## src/rtl/acp_ram_responder_pkg.sv

```systemverilog
// Shared configuration for the ACP RAM responder: FSM encoding and the
// default placement/size of the ACP RAM window.
package acp_ram_responder_pkg;

    typedef enum logic [1:0] {
        IDLE    = 2'd0,
        RD_WAIT = 2'd1,
        RESP    = 2'd2
    } acp_state_t;

    localparam logic [31:0] ACP_RAM_BASE  = 32'h0003_0000;
    localparam int          ACP_RAM_WORDS = 32;

endpackage

```

## src/rtl/acp_ram_responder.sv

```systemverilog
// Bridges a valid/ready load/store request port onto a single-port word RAM with range/alignment faulting.
// Latency: store/fault response one cycle after accept, load response two cycles after accept.
// Backpressure: one request in flight; req_ready is low until the response is taken by rsp_ready.
module acp_ram_responder
    import acp_ram_responder_pkg::*;
#(
    parameter logic [31:0] BASE_ADDR = ACP_RAM_BASE,
    parameter int          WORDS     = ACP_RAM_WORDS
) (
    input  logic                     clk,
    input  logic                     rst_n,
    input  logic                     req_valid,
    output logic                     req_ready,
    input  logic [31:0]              req_addr,
    input  logic                     req_we,
    input  logic [3:0]               req_be,
    input  logic [31:0]              req_wdata,
    output logic                     rsp_valid,
    input  logic                     rsp_ready,
    output logic [31:0]              rsp_rdata,
    output logic                     rsp_err,
    output logic                     ram_en,
    output logic [3:0]               ram_we,
    output logic [$clog2(WORDS)-1:0] ram_addr,
    output logic [31:0]              ram_wdata,
    input  logic [31:0]              ram_rdata,
    output logic [7:0]               err_count
);

    localparam int          AW   = $clog2(WORDS);
    localparam logic [32:0] SPAN = 33'(4 * WORDS);

    acp_state_t  state;
    logic        accept;
    logic        in_range;
    logic [31:0] offset;

    // Subtract first so a window ending at the top of the address space cannot wrap.
    assign offset   = req_addr - BASE_ADDR;
    assign in_range = (req_addr >= BASE_ADDR) && ({1'b0, offset} < SPAN) &&
                      (req_addr[1:0] == 2'b00);

    assign req_ready = (state == IDLE);
    assign accept    = req_valid && req_ready && rst_n;

    assign ram_en    = accept && in_range;
    assign ram_we    = (accept && in_range && req_we) ? req_be : 4'b0000;
    assign ram_addr  = req_addr[2 +: AW];
    assign ram_wdata = req_wdata;

    always_ff @(posedge clk or negedge rst_n) begin
        if (!rst_n) begin
            state     <= IDLE;
            rsp_valid <= 1'b0;
            rsp_rdata <= 32'h0;
            rsp_err   <= 1'b0;
            err_count <= 8'h00;
        end else begin
            case (state)
                IDLE: begin
                    if (accept) begin
                        if (!in_range) begin
                            state     <= RESP;
                            rsp_valid <= 1'b1;
                            rsp_err   <= 1'b1;
                            rsp_rdata <= 32'h0;
                            if (err_count != 8'hFF)
                                err_count <= err_count + 8'd1;
                        end else if (req_we) begin
                            state     <= RESP;
                            rsp_valid <= 1'b1;
                            rsp_err   <= 1'b0;
                            rsp_rdata <= 32'h0;
                        end else begin
                            state <= RD_WAIT;
                        end
                    end
                end
                RD_WAIT: begin
                    // RAM data is valid exactly one cycle after the enable.
                    state     <= RESP;
                    rsp_valid <= 1'b1;
                    rsp_err   <= 1'b0;
                    rsp_rdata <= ram_rdata;
                end
                RESP: begin
                    if (rsp_ready) begin
                        state     <= IDLE;
                        rsp_valid <= 1'b0;
                    end
                end
                default: begin
                    state     <= IDLE;
                    rsp_valid <= 1'b0;
                end
            endcase
        end
    end

endmodule

```

## config.mk

```make
export PLATFORM = sky130hd
export DESIGN_NAME = acp_ram_responder
export DESIGN_NICKNAME = d
export VERILOG_FILES = /design/src/rtl/acp_ram_responder_pkg.sv /design/src/rtl/acp_ram_responder.sv
export SDC_FILE = /design/constraint.sdc
export NUM_CORES = 1
export LEC_CHECK = 0
export BUFFER_PORTS_ARGS = -buffer_cell sky130_fd_sc_hd__buf_2
export CORE_MARGIN = 2
export CORE_UTILIZATION = 30
export CTS_CLUSTER_DIAMETER = 120
export CTS_CLUSTER_SIZE = 10
export DETAILED_ROUTE_END_ITERATION = 10
export PLACE_DENSITY = 0.71
export SLEW_MARGIN = 40
export SYNTH_ARGS = -nofsm -noshare
export SYNTH_HDL_FRONTEND = slang
export SYNTH_SLANG_ARGS = --single-unit
```

## constraint.sdc

```tcl
create_clock -name clk -period 1.69 [get_ports clk]
set_input_delay 0.169 -clock clk [delete_from_list [all_inputs] [get_ports clk]]
set_output_delay 0.169 -clock clk [all_outputs]
set_load 0.005 [all_outputs]
```

**Yosys cells after proc, flatten, opt, wreduce, memory -nomap -nowiden**

Cells that the tools add are included.

- Flip-flop bits (word level): 44
- Bits of input ports: 105
- Output and inout port bits: 85

- Add/subtract/negate cells: 2
- $lt $le $gt $ge: 2
- Equality and inequality tests: 6
- Mux-type cells: 19
- Bitwise logic cells: 1
- Reduce and logical (&&, ||, !) cells: 13

Operators by type and width:

| cell | number |
|---|---|
| 32-bit 2-to-1 mux | 3 |
| 32-bit case mux with 2 select lines | 1 |
| 32-bit by 18-bit >= comparator with 1-bit output, second input constant | 1 |
| 32-bit by 8-bit less-than comparator with 1-bit output, second input constant | 1 |
| 32-bit by 18-bit subtractor with 32-bit output, second input constant | 1 |
| 8-bit by 1-bit adder with 8-bit output, second input constant | 1 |
| 2-bit 2-to-1 mux | 4 |
| 8-bit != test, second input constant | 1 |
| 1-bit 2-to-1 mux | 7 |
| 1-bit logical AND | 6 |
| 2-bit case mux with 3 select lines | 1 |
| 3-bit AND reduction | 2 |
| 2-bit zero test | 2 |
| 4-bit 2-to-1 mux | 1 |
| 4-bit AND reduction | 1 |
| 3-bit != test, second input constant | 1 |
| 1-bit case mux with 3 select lines | 1 |
| 2-bit by 1-bit == test with 1-bit output, second input constant | 1 |
| 2-bit == test, second input constant | 1 |
| 2-bit by 1-bit != test with 1-bit output, second input constant | 1 |
| 2-bit != test, second input constant | 1 |
| 1-bit case mux with 2 select lines | 1 |
| 2-bit AND reduction | 1 |
| 2-bit nonzero test | 1 |
| 1-bit inverter | 1 |

**Depth between registers and ports, before layout**

Gate-level depths: netlist of the first run.

- Depth in word-level cells: 7
- Depth in mapped cells: 7
- Depth with buffers taken out: 5

**Worst setup path after synthesis of the first run**

OpenSTA, ideal clock, no wires.

- Path kind: flip-flop to flip-flop
- From: reg state[1]
- To: reg err_count[1]
- Data arrival time: 1435 ps
- Data required time: 1565 ps
- Setup slack: 131 ps
- Stages on the path, launching flop included: 6
- Buffers on the path: 0
- Period minus slack after synthesis: 1559 ps
- Path through: dfrtp_1 nor2_1 and3_1 o21ai_2 nor2_1 mux2_2

- Longest elaborated chain between the ends: 4

RTL lines:

| item | RTL line | source |
|---|---|---|
| start, declared | acp_ram_responder.sv:33 | `acp_state_t state;` |
| start signal, assigned | acp_ram_responder.sv:53 | `state <= IDLE;` |
| start signal, assigned | acp_ram_responder.sv:63 | `state <= RESP;` |
| start signal, assigned | acp_ram_responder.sv:70 | `state <= RESP;` |
| 2-bit zero test (*) | acp_ram_responder.sv:43 | `assign req_ready = (state == IDLE);` |
| net req_ready | acp_ram_responder.sv:13 | `output logic req_ready,` |
| 1-bit logical AND (2 in a row) | acp_ram_responder.sv:44 | `assign accept = req_valid && req_ready && rst_n;` |
| 4-bit AND reduction (no line) (*) | - |  |
| end signal, assigned | acp_ram_responder.sv:68 | `err_count <= err_count + 8'd1;` |
| end, declared | acp_ram_responder.sv:27 | `output logic [7:0] err_count` |

The timed path passes the listed nets; every way through them passes the cells marked *.
A chain may end at the register's enable or synchronous reset.

**Worst setup path in the final report of the first run**

- From: reg state[0]
- To: out ram_we[3]

- Longest elaborated chain between the ends: 6

RTL lines:

| item | RTL line | source |
|---|---|---|
| 2-bit zero test | acp_ram_responder.sv:43 |  |
| 1-bit logical AND (2 in a row) | acp_ram_responder.sv:44 |  |
| 1-bit logical AND (2 in a row) | acp_ram_responder.sv:47 | `assign ram_we = (accept && in_range && req_we) ? req_be : 4'b0000;` |
| 4-bit 2-to-1 mux | acp_ram_responder.sv:47 |  |
| end, declared | acp_ram_responder.sv:23 | `output logic [3:0] ram_we,` |

No other way between the ends.

==> summary.log, run 1 <==
INFO  clocking       max-clock-path-buffers=2
INFO  synthesis      yosys.area.top_type_share=0.474
INFO  synthesis      yosys_register_bits=44
INFO  power          p_comb_frac=0.159
INFO  power          pwrdens=794nW/um^2
INFO  power          internal_power=1760uW
INFO  timing         final_period_minus_worst_setup_slack=1620ps
INFO  floorplanning  dieHeight=92.0um
INFO  cells_and_area design.final.nets=441
INFO  cells_and_area finish.utilization=0.396
INFO  floorplanning  die_area=8470um^2
INFO  power          report.power.total=2390uW
INFO  synthesis      ys_seq_area_frac=0.474
INFO  critical_path  worstPathArrival=1450ps
INFO  flow_run       maxCapViolations=0
INFO  synthesis      synth_enable_flop_cells=0
INFO  drt            number_of_remaining_drc_errors=0
INFO  floorplanning  initial_utilization=0.306
INFO  synthesis      synth_top_flop_cell=dfrtp_1
INFO  timing         timing.final.setup_violations=0
INFO  timing         achievable-frequency=617MHz
INFO  status         status=finished clean
INFO  placement      gp_congestion=0.681
INFO  drt            wl=5.69mm
INFO  timing         final.setup.worst_slack=68.8ps
INFO  critical_path  critical_path_class=flop to output port
INFO  placement      io_buffers=115
INFO  clocking       cts_root_buffer=clkbuf_8
INFO  cells_and_area drive_above_1_share=0.542
INFO  critical_path  crit_path_start_kind=flop
INFO  clocking       cts.reportedPaths.clkPinSlew=90ps
INFO  synthesis      synth_area=2320um^2
INFO  clocking       cts_tree=yes
INFO  clocking       clock_insertion_delay_worst_skew=290ps
INFO  floorplanning  die_w=92.0um
INFO  critical_path  worstPathRequired=1520ps
INFO  synthesis      synth-async-reset-ratio=1.00
INFO  drt            drt-initial-drc-count=67
INFO  power          leakagePower=0.00152uW
INFO  synthesis      post_synth_main_area_contributors=dfrtp_1, buf_4, a21oi_2
INFO  cells_and_area final.fill_count=774
INFO  floorplanning  design.core.area=7610um^2
INFO  min_path       hold_class=input port to flop
INFO  power          netSwitchingFraction=0.264
INFO  critical_path  worst_setup_end_kind=output port
INFO  synthesis      yosys.cell_types.count=27
INFO  global_route   grt_pass1_vias=1918
INFO  drt            postRouteAntennaNets=0
INFO  global_route   grt_start_max_net_pins=23
INFO  timing         tightest_slew=349ps
INFO  synthesis      synth-warning-count=0
INFO  cells_and_area layout.area.seq=1100um^2
INFO  floorplanning  ioPinCount=190
INFO  power          seq_power_share=0.505
INFO  power          total_switching_power=631uW
INFO  synthesis      synth.top_cells.by_count=nand2_1, dfrtp_1, buf_4
INFO  timing         layout_worst_path_cycle_share=0.959
INFO  power          pwr-share-clk=0.336
INFO  synthesis      syn-mean-instance-area=9.57um^2
INFO  drt            post_drt_wl_per_cell=13.0um
INFO  timing         max_slew_margin=0.765
INFO  timing         finalHoldViolations=0
INFO  global_route   track_usage=0.133
INFO  timing         drv_slew=0
INFO  clocking       tritoncts_num_sinks=44
INFO  placement      detailedPlace.worstSlack=15.4ps
INFO  global_route   wire_length_of_the_first_global_routing_pass=9.09mm
INFO  synthesis      postSynthCellCount=243
INFO  drt            vias_after_detailed_routing=1959
INFO  timing         fin_worst_skew=10.0ps
INFO  drt            detail_route.first_pass.iterations=4
INFO  cells_and_area multiInputGateArea=926um^2
INFO  cells_and_area flow.area_growth_from_synthesis=29.7%
INFO  placement      post-dp-hpwl=4.17mm
INFO  timing         grt_setup_unrepaired=yes
INFO  global_route   grt_antenna_before_repair=0
INFO  clocking       clock_tree.htree_level_count=2
INFO  cells_and_area num_antenna_cells=0
INFO  synthesis      synth_nets=349
INFO  critical_path  crit_path_max_fanout=6
INFO  global_route   grt_remaining_overflow=0
INFO  synthesis      netlist.top_cell.by_area=dfrtp_1
INFO  power          ir_drop=732uV
INFO  clocking       cts_buffers=5
INFO  floorplanning  rows=32
INFO  drt            vias_per_cell=4.47
INFO  synthesis      post-synth-top-count-cell=nand2_1
## metrics by stage
| step | std cells | hold slack (ps) | instance area, um^2 | TNS (ps) |
|---|---|---|---|---|
| 2_1_floorplan | 243 | -127 | 2320 | 0 |
| 3_3_place_gp | 426 | 210 | 2810 | 0 |
| 3_5_place_dp | 426 | 215 | 2810 | 0 |
| 4_1_cts | 437 | 89.7 | 2950 | 0 |
| 5_1_grt | 438 | 90.7 | 3010 | -281 |
| 6_report | 438 | 105 | 3010 | 0 |
## layer usage
metal / track usage / vias to the layer above / wire [um]
li1: - / 941 / -
met1: 0.157 / 928 / 2350
met2: 0.231 / 70 / 2830
met3: 0.0394 / 20 / 421
met4: 0.0435 / 0 / 90
met5: 0 / - / 0
## kinds of logic after synthesis
family / after synthesis / share of synthesized area
simple gates: 103 / 0.201
buf+inv: 48 / 0.150
flops: 44 / 0.474
compound gates: 39 / 0.138
xor+xnor: 7 / 0.0264
mux: 1 / 0.00484
fa+ha+maj: 1 / 0.00538
## layout by cell type, fill, tap and decap left out
cell	count
a211o_1	1
a21oi_1	3
a21oi_2	30
and3_1	4
and3_4	1
and3b_1	1
buf_12	2
buf_2	114
buf_4	14
buf_6	2
bufinv_16	1
clkbuf_8	5
clkinv_2	1
clkinvlp_4	1
dfrtp_1	44
dlygate4sd3_1	1
ha_1	1
mux2_2	1
nand2_1	69
nand2b_1	3
nand3_1	2
nand3_4	1
nand4_1	2
nor2_1	5
nor2_2	1
nor2_4	1
nor2b_2	1
nor3_1	3
nor3b_2	1
nor4_1	4
nor4_2	1
nor4b_2	1
nor4b_4	1
o2111ai_1	1
o21a_2	1
o21ai_0	2
o21ai_2	1
or2_1	1
xor2_1	7
## flip-flops by register name, summed over array words and instances (netlist names)
signal	count
rsp_err	1
err_count	8
state	2
rsp_rdata	32
rsp_valid	1
## power groups by stage
stage / Sequential (uW) / Combinational, uW / Clock [uW]
after floorplan: 1220 / 212 / 0
after global routing: 1220 / 426 / 888
after detailed placement: 1220 / 369 / 0
after global placement: 1220 / 357 / 0
after CTS: 1210 / 371 / 843
final: 1210 / 380 / 805
## worst max-delay path, stage by stage (launching register included)
cell	delay, ps
dfrtp_1	400
nor2_2	150
buf_6	120
nand3_4	60
nor2_4	150
and3_4	190
buf_6	80
## repair_timing
action / 4_1_cts / 5_1_grt
pin swaps: 1 / 6
gates resized for setup: 1 / 10
hold buffers: 1 / 0
buffers inserted: 2 / 1
hold endpoints to repair: 44 / 0
endpoints found under the setup margin: 4 / 6
## worst paths after layout
path / start / end / slack (ps) / cells past startpoint
setup / recovery: state[0] / ram_we[3] / 70 / 6
hold / removal: ram_rdata[25] / rsp_rdata[25] / 100 / 3
setup reg to reg: state[0] / err_count[1] / 70 / 6
hold reg to reg: err_count[7] / err_count[7] / 510 / 1
max in group asynchronous: rst_n / rsp_rdata[16] / 970 / 3
min in group asynchronous: rst_n / state[1] / 470 / 3
## area by class of cell
cell class,count,share of cell area
tap,102,0.0423
sequential,44,0.365
timing repair buffer,133,0.248
multi-input combinational,151,0.307
clock inverter,3,0.0141
clock buffer,5,0.0228
No activity file was read; power rests on OpenSTA's default activity.
==> run 2, diff against run 1 <==
--- a/config.mk
+++ b/config.mk
@@ -11,7 +11,7 @@
 export CTS_CLUSTER_DIAMETER = 120
 export CTS_CLUSTER_SIZE = 10
 export DETAILED_ROUTE_END_ITERATION = 10
-export PLACE_DENSITY = 0.71
+export PLACE_DENSITY_LB_ADDON = 0.08
 export SLEW_MARGIN = 40
 export SYNTH_ARGS = -nofsm -noshare
 export SYNTH_HDL_FRONTEND = slang
==> summary.log, run 2 (synthesized netlist as in run 1, its figures left out) <==
INFO  critical_path  worst_setup_end_kind=output port
INFO  status         violations=negative hold slack
INFO  floorplanning  design.core.area=7610um^2 [unchanged]
INFO  cells_and_area design.final.nets=442 [+0.23%]
INFO  power          leakagePower=0.00151uW [-0.42%]
INFO  clocking       cts_tree=yes
INFO  timing         achievable-frequency=605MHz [-1.9%]
INFO  flow_run       maxCapViolations=0 [unchanged]
INFO  global_route   grt_antenna_before_repair=0 [unchanged]
INFO  floorplanning  initial_utilization=0.306 [unchanged]
INFO  placement      dpl.cell_count=427 [+0.23%]
INFO  status         status=finished with violations
INFO  floorplanning  die_w=92.0um [unchanged]
INFO  power          pwr-share-clk=0.335 [about the same]
INFO  timing         tightest_slew=570ps [+221 ps]
INFO  clocking       cts_root_buffer=clkbuf_8
INFO  placement      io_buffers=115 [unchanged]
INFO  cells_and_area top_regs=rsp_rdata: 32 flops, err_count: 8 flops, state: 2 flops
INFO  timing         layout_worst_path_cycle_share=0.978 [+0.0186]
INFO  critical_path  r2r_start=err_count[1]
INFO  timing         timing.final.setup_violations=0 [unchanged]
INFO  placement      placed_cell_area=2810um^2 [-0.18%]
INFO  drt            routedLengthMet1=2.70mm [+15%]
INFO  cells_and_area num_antenna_cells=0 [unchanged]
INFO  drt            detail_route.first_pass.iterations=6 [+2]
INFO  drt            topRoutingLayerUsed=met4
INFO  timing         fin_worst_skew=8.49ps [-1.53 ps]
INFO  drt            wl=5.81mm [+2.1%]
INFO  global_route   grt_pass1_vias=1860 [-3.0%]
INFO  timing         max_slew_margin=0.620 [-0.145]
INFO  cells_and_area drive_above_1_share=0.549 [+0.00729]
INFO  timing         final.setup.worst_slack=37.3ps [-31.4 ps]
INFO  cells_and_area final_standard_cell_count_with_taps_included_and_fillers_excluded=439 [+0.23%]
INFO  drt            post_drt_wl_per_cell=13.2um [+1.9%]
INFO  power          netSwitchingFraction=0.261 [-0.00307]
INFO  critical_path  crit_path_max_fanout=6 [unchanged]
INFO  global_route   grt_start_max_net_pins=45 [+96%]
INFO  clocking       cts_buffers=5 [unchanged]
INFO  power          seq_power_share=0.502 [-0.003]
INFO  drt            route.met3.wl=438um [+4.0%]
INFO  floorplanning  die_area=8470um^2 [unchanged]
INFO  timing         grt_setup_unrepaired=yes
INFO  power          pwrdens=796nW/um^2 [+0.21%]
INFO  critical_path  worst-r2r-setup-slack=180ps [+110 ps]
INFO  critical_path  r2r_endpoint=err_count[7]
INFO  drt            vias_after_detailed_routing=1964 [+0.26%]
INFO  critical_path  worstSetupStartpoint=req_addr[7]
INFO  floorplanning  dieHeight=92.0um [unchanged]
INFO  power          ir_drop=581uV [-21%]
INFO  timing         final_period_minus_worst_setup_slack=1650ps [+31.4 ps]
INFO  drt            vias_per_cell=4.47 [about the same]
INFO  clocking       tritoncts_num_sinks=44 [unchanged]
INFO  cells_and_area most_common_library_cell_in_the_layout_ignoring_fill_and_taps=buf_2
INFO  critical_path  critical_path_class=input port to output port
INFO  power          total_switching_power=623uW [-1.4%]
INFO  global_route   track_usage=0.135 [+0.00172]
INFO  global_route   grt_remaining_overflow=0 [unchanged]
INFO  critical_path  worstPathRequired=1520ps [about the same]
INFO  placement      post-dp-hpwl=4.07mm [-2.4%]
INFO  drt            drt-initial-drc-count=54 [-19%]
INFO  placement      gp_congestion=0.742 [+8.9%]
INFO  clocking       holdBufCountCts=0 [-1]
INFO  timing         fin_setup_tns=0ps [unchanged]
INFO  drt            routed-wl-met2=2.61mm [-8.1%]
INFO  cells_and_area final.fill_count=853 [+10%]
INFO  drt            number_of_remaining_drc_errors=0 [unchanged]
INFO  cells_and_area largest_register_ffs=32 [unchanged]
INFO  floorplanning  rows=32 [unchanged]
INFO  critical_path  worstRegToRegCells=5 [-1]
INFO  clocking       max-clock-path-buffers=2 [unchanged]
INFO  cells_and_area highest_count_cells_in_the_layout_ignoring_fill_and_taps=buf_2, nand2_1, dfrtp_1
INFO  timing         finalHoldViolations=10 [+10]
INFO  cells_and_area flow.area_growth_from_synthesis=29.1%
INFO  min_path       hold_class=input port to asynchronous set/reset pin
INFO  clocking       cts.reportedPaths.clkPinSlew=90ps [about the same]
INFO  clocking       clock_tree.htree_level_count=2 [unchanged]
INFO  cells_and_area postLayoutCellArea=3000um^2 [-0.46%]
INFO  critical_path  crit_path_start_kind=input port
INFO  power          internal_power=1770uW [+0.17%]
INFO  power          p_comb_frac=0.163 [+0.004]
INFO  placement      detailedPlace.worstSlack=44.6ps [+29.2 ps]
INFO  clocking       clock_insertion_delay_worst_skew=290ps [about the same]
INFO  cells_and_area registers.top_by_ff_count=rsp_rdata
INFO  timing         drv_slew=0 [unchanged]
INFO  drt            postRouteAntennaNets=0 [unchanged]
INFO  floorplanning  ioPinCount=190 [unchanged]
INFO  critical_path  worst_setup_path_endpoint=ram_we[1]
INFO  timing         worst_hold_slack=-9.83ps [-114 ps]
INFO  global_route   wire_length_of_the_first_global_routing_pass=9.13mm [+0.45%]
INFO  critical_path  worstPathArrival=1480ps [+30 ps]
run 2: layout make-up:
class	instances	area, um^2	area share
Timing Repair Buffer	134	743	0.248
Clock buffer	6	72.6	0.0242
Sequential cell	44	1100	0.367
Clock inverter	2	35.0	0.0117
Tap cell	102	128	0.0425
Multi-Input combinational cell	151	921	0.307
run 2: critical path: stages:
cell and delay, ps:
buf_2 110, nor4_2 280, nand4_1 150, or2_1 260
nor2_1 110, buf_4 140, and3_4 180, buf_6 90
run 2: layer usage:
| layer | GRT usage | vias to the layer above |
|---|---|---|
| met4 | 0.0348 | 0 |
| met5 | 0 | - |
| met1 | 0.183 | 926 |
| met2 | 0.209 | 85 |
| met3 | 0.0419 | 9 |
| li1 | - | 944 |
run 2: power by group through the flow:
stage               Clock [uW]  Sequential [uW]  Combinational (uW)
finish                     800             1200                 389
global route               878             1210                 437
CTS                        836             1200                 389
detailed placement           0             1210                 390
global placement             0             1220                 392
floorplan                    0             1220                 212
run 2: worst min path at each step:
stage / to / slack (ps) / startpoint / cells past startpoint
5_1_grt: rsp_rdata[10] / 40 / rst_n / 2
6_report: rsp_rdata[10] / -10 / rst_n / 2
3_5_place_dp: rsp_rdata[10] / 330 / rst_n / 2
4_1_cts: rsp_rdata[10] / 0.6 / rst_n / 2
2_1_floorplan: err_count[0] / -130 / rst_n / 0
3_3_place_gp: rsp_rdata[10] / 330 / rst_n / 2
run 2: repair_timing:
action,4_1_cts,5_1_grt
endpoints found under the setup margin,0,4
buffers inserted,0,4
resized for setup,0,10
run 2: metrics by stage:
step | total power (uW) | hold WS [ps] | util
floorplan | 1430 | -127 | -
global placement | 1610 | 331 | 0.369
detailed placement | 1600 | 330 | 0.369
CTS | 2420 | 0.555 | 0.383
global route | 2530 | 39.6 | 0.394
finish | 2390 | -9.83 | 0.394
==> run 3, diff against run 2 <==
==> constraint.sdc (replaced) <==
create_clock -name clk -period 1.69 [get_ports clk]
set_input_delay 0.4225 -clock clk [delete_from_list [all_inputs] [get_ports clk]]
set_output_delay 0.4225 -clock clk [all_outputs]
set_load 0.005 [all_outputs]
==> summary.log, run 3 (synthesized netlist as in run 1, its figures left out) <==
INFO  status         status=finished with violations
INFO  status         violations=negative setup slack
INFO  global_route   wire_length_of_the_first_global_routing_pass=9.75mm [+6.8%]
INFO  placement      post-dp-hpwl=4.03mm [-0.93%]
INFO  drt            number_of_remaining_drc_errors=0 [unchanged]
INFO  clocking       cts_buffers=5 [unchanged]
INFO  critical_path  crit_path_start_kind=input port
INFO  critical_path  worst-path-buf-inv=2 [-1]
INFO  cells_and_area registers.top_by_ff_count=rsp_rdata
INFO  cells_and_area largest_register_ffs=32 [unchanged]
INFO  timing         drv_slew=0 [unchanged]
INFO  timing         final_period_minus_worst_setup_slack=2050ps [+400 ps]
INFO  clocking       cts_root_buffer=clkbuf_8
INFO  power          pwrdens=748nW/um^2 [-6.0%]
INFO  cells_and_area most_common_library_cell_in_the_layout_ignoring_fill_and_taps=buf_2
INFO  timing         layout_worst_path_cycle_share=1.21 [+0.237]
INFO  drt            topRoutingLayerUsed=met4
INFO  clocking       max-clock-path-buffers=2 [unchanged]
INFO  floorplanning  design.core.area=7610um^2 [unchanged]
INFO  clocking       cts_tree=yes
INFO  cells_and_area design.final.nets=442 [unchanged]
INFO  timing         fin_setup_tns=-1700ps [-1700 ps]
INFO  critical_path  crit_family=simple AND/OR/NAND/NOR gates
INFO  drt            post_drt_wl_per_cell=13.1um [-0.96%]
INFO  floorplanning  dieHeight=92.0um [unchanged]
INFO  critical_path  worstPathArrival=1630ps [+150 ps]
INFO  global_route   grt_start_max_net_pins=33 [-27%]
INFO  floorplanning  initial_utilization=0.306 [unchanged]
INFO  drt            wl=5.76mm [-0.96%]
INFO  min_path       hold_class=input port to asynchronous set/reset pin
INFO  clocking       clock_insertion_delay_worst_skew=290ps [about the same]
INFO  critical_path  critPathMaxStageDelay=290ps [about the same]
INFO  placement      gp_congestion=0.708 [-4.5%]
INFO  critical_path  critical_path_class=input port to output port
INFO  drt            routed-wl-met2=2.84mm [+8.9%]
INFO  clocking       tritoncts_num_sinks=44 [unchanged]
INFO  drt            detail_route.first_pass.iterations=4 [-2]
INFO  placement      io_buffers=115 [unchanged]
INFO  power          ir_drop=411uV [-29%]
INFO  timing         max_slew_margin=0.742 [+0.122]
INFO  cells_and_area num_antenna_cells=0 [unchanged]
INFO  cells_and_area postLayoutCellArea=3080um^2 [+2.7%]
INFO  global_route   track_usage=0.143 [+0.00794]
INFO  global_route   grt_antenna_before_repair=0 [unchanged]
INFO  timing         fin_worst_skew=4.26ps [-4.23 ps]
INFO  cells_and_area final.fill_count=804 [-5.7%]
INFO  critical_path  cells_along_the_critical_path=buf_2, nor4_2, nand3_2, or2_4, nor2_4, and3_4, buf_6
INFO  clocking       cts.reportedPaths.clkPinSlew=80ps [about the same]
INFO  cells_and_area flow.area_growth_from_synthesis=32.5%
INFO  placement      detailedPlace.worstSlack=-405ps [-450 ps]
INFO  cells_and_area top_regs=rsp_rdata: 32 flops, err_count: 8 flops, state: 2 flops
INFO  drt            drt-initial-drc-count=55 [+1.9%]
INFO  cells_and_area drive_above_1_share=0.558 [+0.00890]
INFO  global_route   grt_pass1_vias=2001 [+7.6%]
INFO  drt            postRouteAntennaNets=0 [unchanged]
INFO  timing         tightest_slew=387ps [-183 ps]
INFO  timing         finalHoldViolations=0 [-10]
INFO  drt            vias_per_cell=4.42 [-1.2%]
INFO  timing         grt_setup_unrepaired=yes
INFO  timing         final.setup.worst_slack=-363ps [-400 ps]
INFO  critical_path  worstPathRequired=1270ps [-250 ps]
INFO  floorplanning  rows=32 [unchanged]
INFO  clocking       holdBufCountCts=0 [unchanged]
INFO  floorplanning  ioPinCount=190 [unchanged]
INFO  flow_run       maxCapViolations=0 [unchanged]
INFO  placement      placed_cell_area=2850um^2 [+1.5%]
INFO  cells_and_area highest_count_cells_in_the_layout_ignoring_fill_and_taps=buf_2, nand2_1, dfrtp_1
INFO  floorplanning  die_w=92.0um [unchanged]
INFO  critical_path  crit_path_max_fanout=6 [unchanged]
INFO  critical_path  worst_setup_end_kind=output port
INFO  drt            vias_after_detailed_routing=1940 [-1.2%]
INFO  floorplanning  die_area=8470um^2 [unchanged]
INFO  power          leakagePower=0.00153uW [+1.4%]
INFO  clocking       clock_tree.htree_level_count=2 [unchanged]
INFO  critical_path  crit_path_top_delay_cell=or2_4
INFO  timing         achievable-frequency=487MHz [-19%]
INFO  drt            routedLengthMet1=2.50mm [-7.3%]
INFO  global_route   grt_remaining_overflow=0 [unchanged]
INFO  timing         timing.final.setup_violations=5 [+5]
INFO  drt            route.met3.wl=369um [-16%]
[run 3: changes by cell type in the layout (fill, tap and decap cells not counted), moves of 2 or more]
cell	before	now
nor4b_2	2	0
nor4_4	0	2
nor4b_4	0	2
buf_6	2	8
buf_2	113	108
[run 3: worst register-to-register path: stages, from the launching register on]
cell	delay [ps]
dfrtp_1	400
nor2_2	160
and3_1	250
o21ai_4	90
buf_6	130
nor4_2	300
xor2_1	160
[run 3: per-layer routing]
metal / vias to the layer above / GRT usage
li1: 943 / -
met1: 917 / 0.180
met2: 69 / 0.244
met3: 11 / 0.0370
met4: 0 / 0.0361
met5: - / 0
[run 3: worst paths after layout]
path | end | cells after the start | slack (ps) | from
min | err_count[1] | 2 | 120 | rst_n
max reg2reg | err_count[7] | 6 | 130 | state[1]
min reg2reg | err_count[7] | 1 | 510 | err_count[7]
max | ram_we[0] | 7 | -360 | req_addr[27]
max in group asynchronous | rsp_rdata[0] | 2 | 1200 | rst_n
min in group clk | rsp_rdata[30] | 3 | 360 | ram_rdata[30]
[run 3: what timing repair did]
action / in CTS / in global routing
pin swaps: 7 / 4
setup buffers: 2 / 1
endpoints found under the setup margin: 5 / 13
endpoints found under the hold margin: 0 / 0
gates cloned: 0 / 0
resized for setup: 10 / 11
[run 3: area by class of cell]
type                    instances  area, um^2  area share
repair buffers                134         778       0.253
flip-flops and latches         44        1100       0.357
multi-input cells             151         980       0.318
clock inverters                 1        7.51     0.00244
clock buffers                   7        86.3      0.0280
well taps                     102         128      0.0414
[run 3: through the flow]
step	total power [uW]	util	cells	hold slack, ps
6_report	2300	0.405	439	123
3_3_place_gp	1620	0.375	429	433
3_5_place_dp	1620	0.375	429	438
5_1_grt	2450	0.405	439	125
2_1_floorplan	1430	-	243	127
4_1_cts	2340	0.397	439	111
[run 3: power by group]
part | internal, uW | switching [uW]
clock network | 332 | 354
registers | 1120 | 77.5
logic | 222 | 196
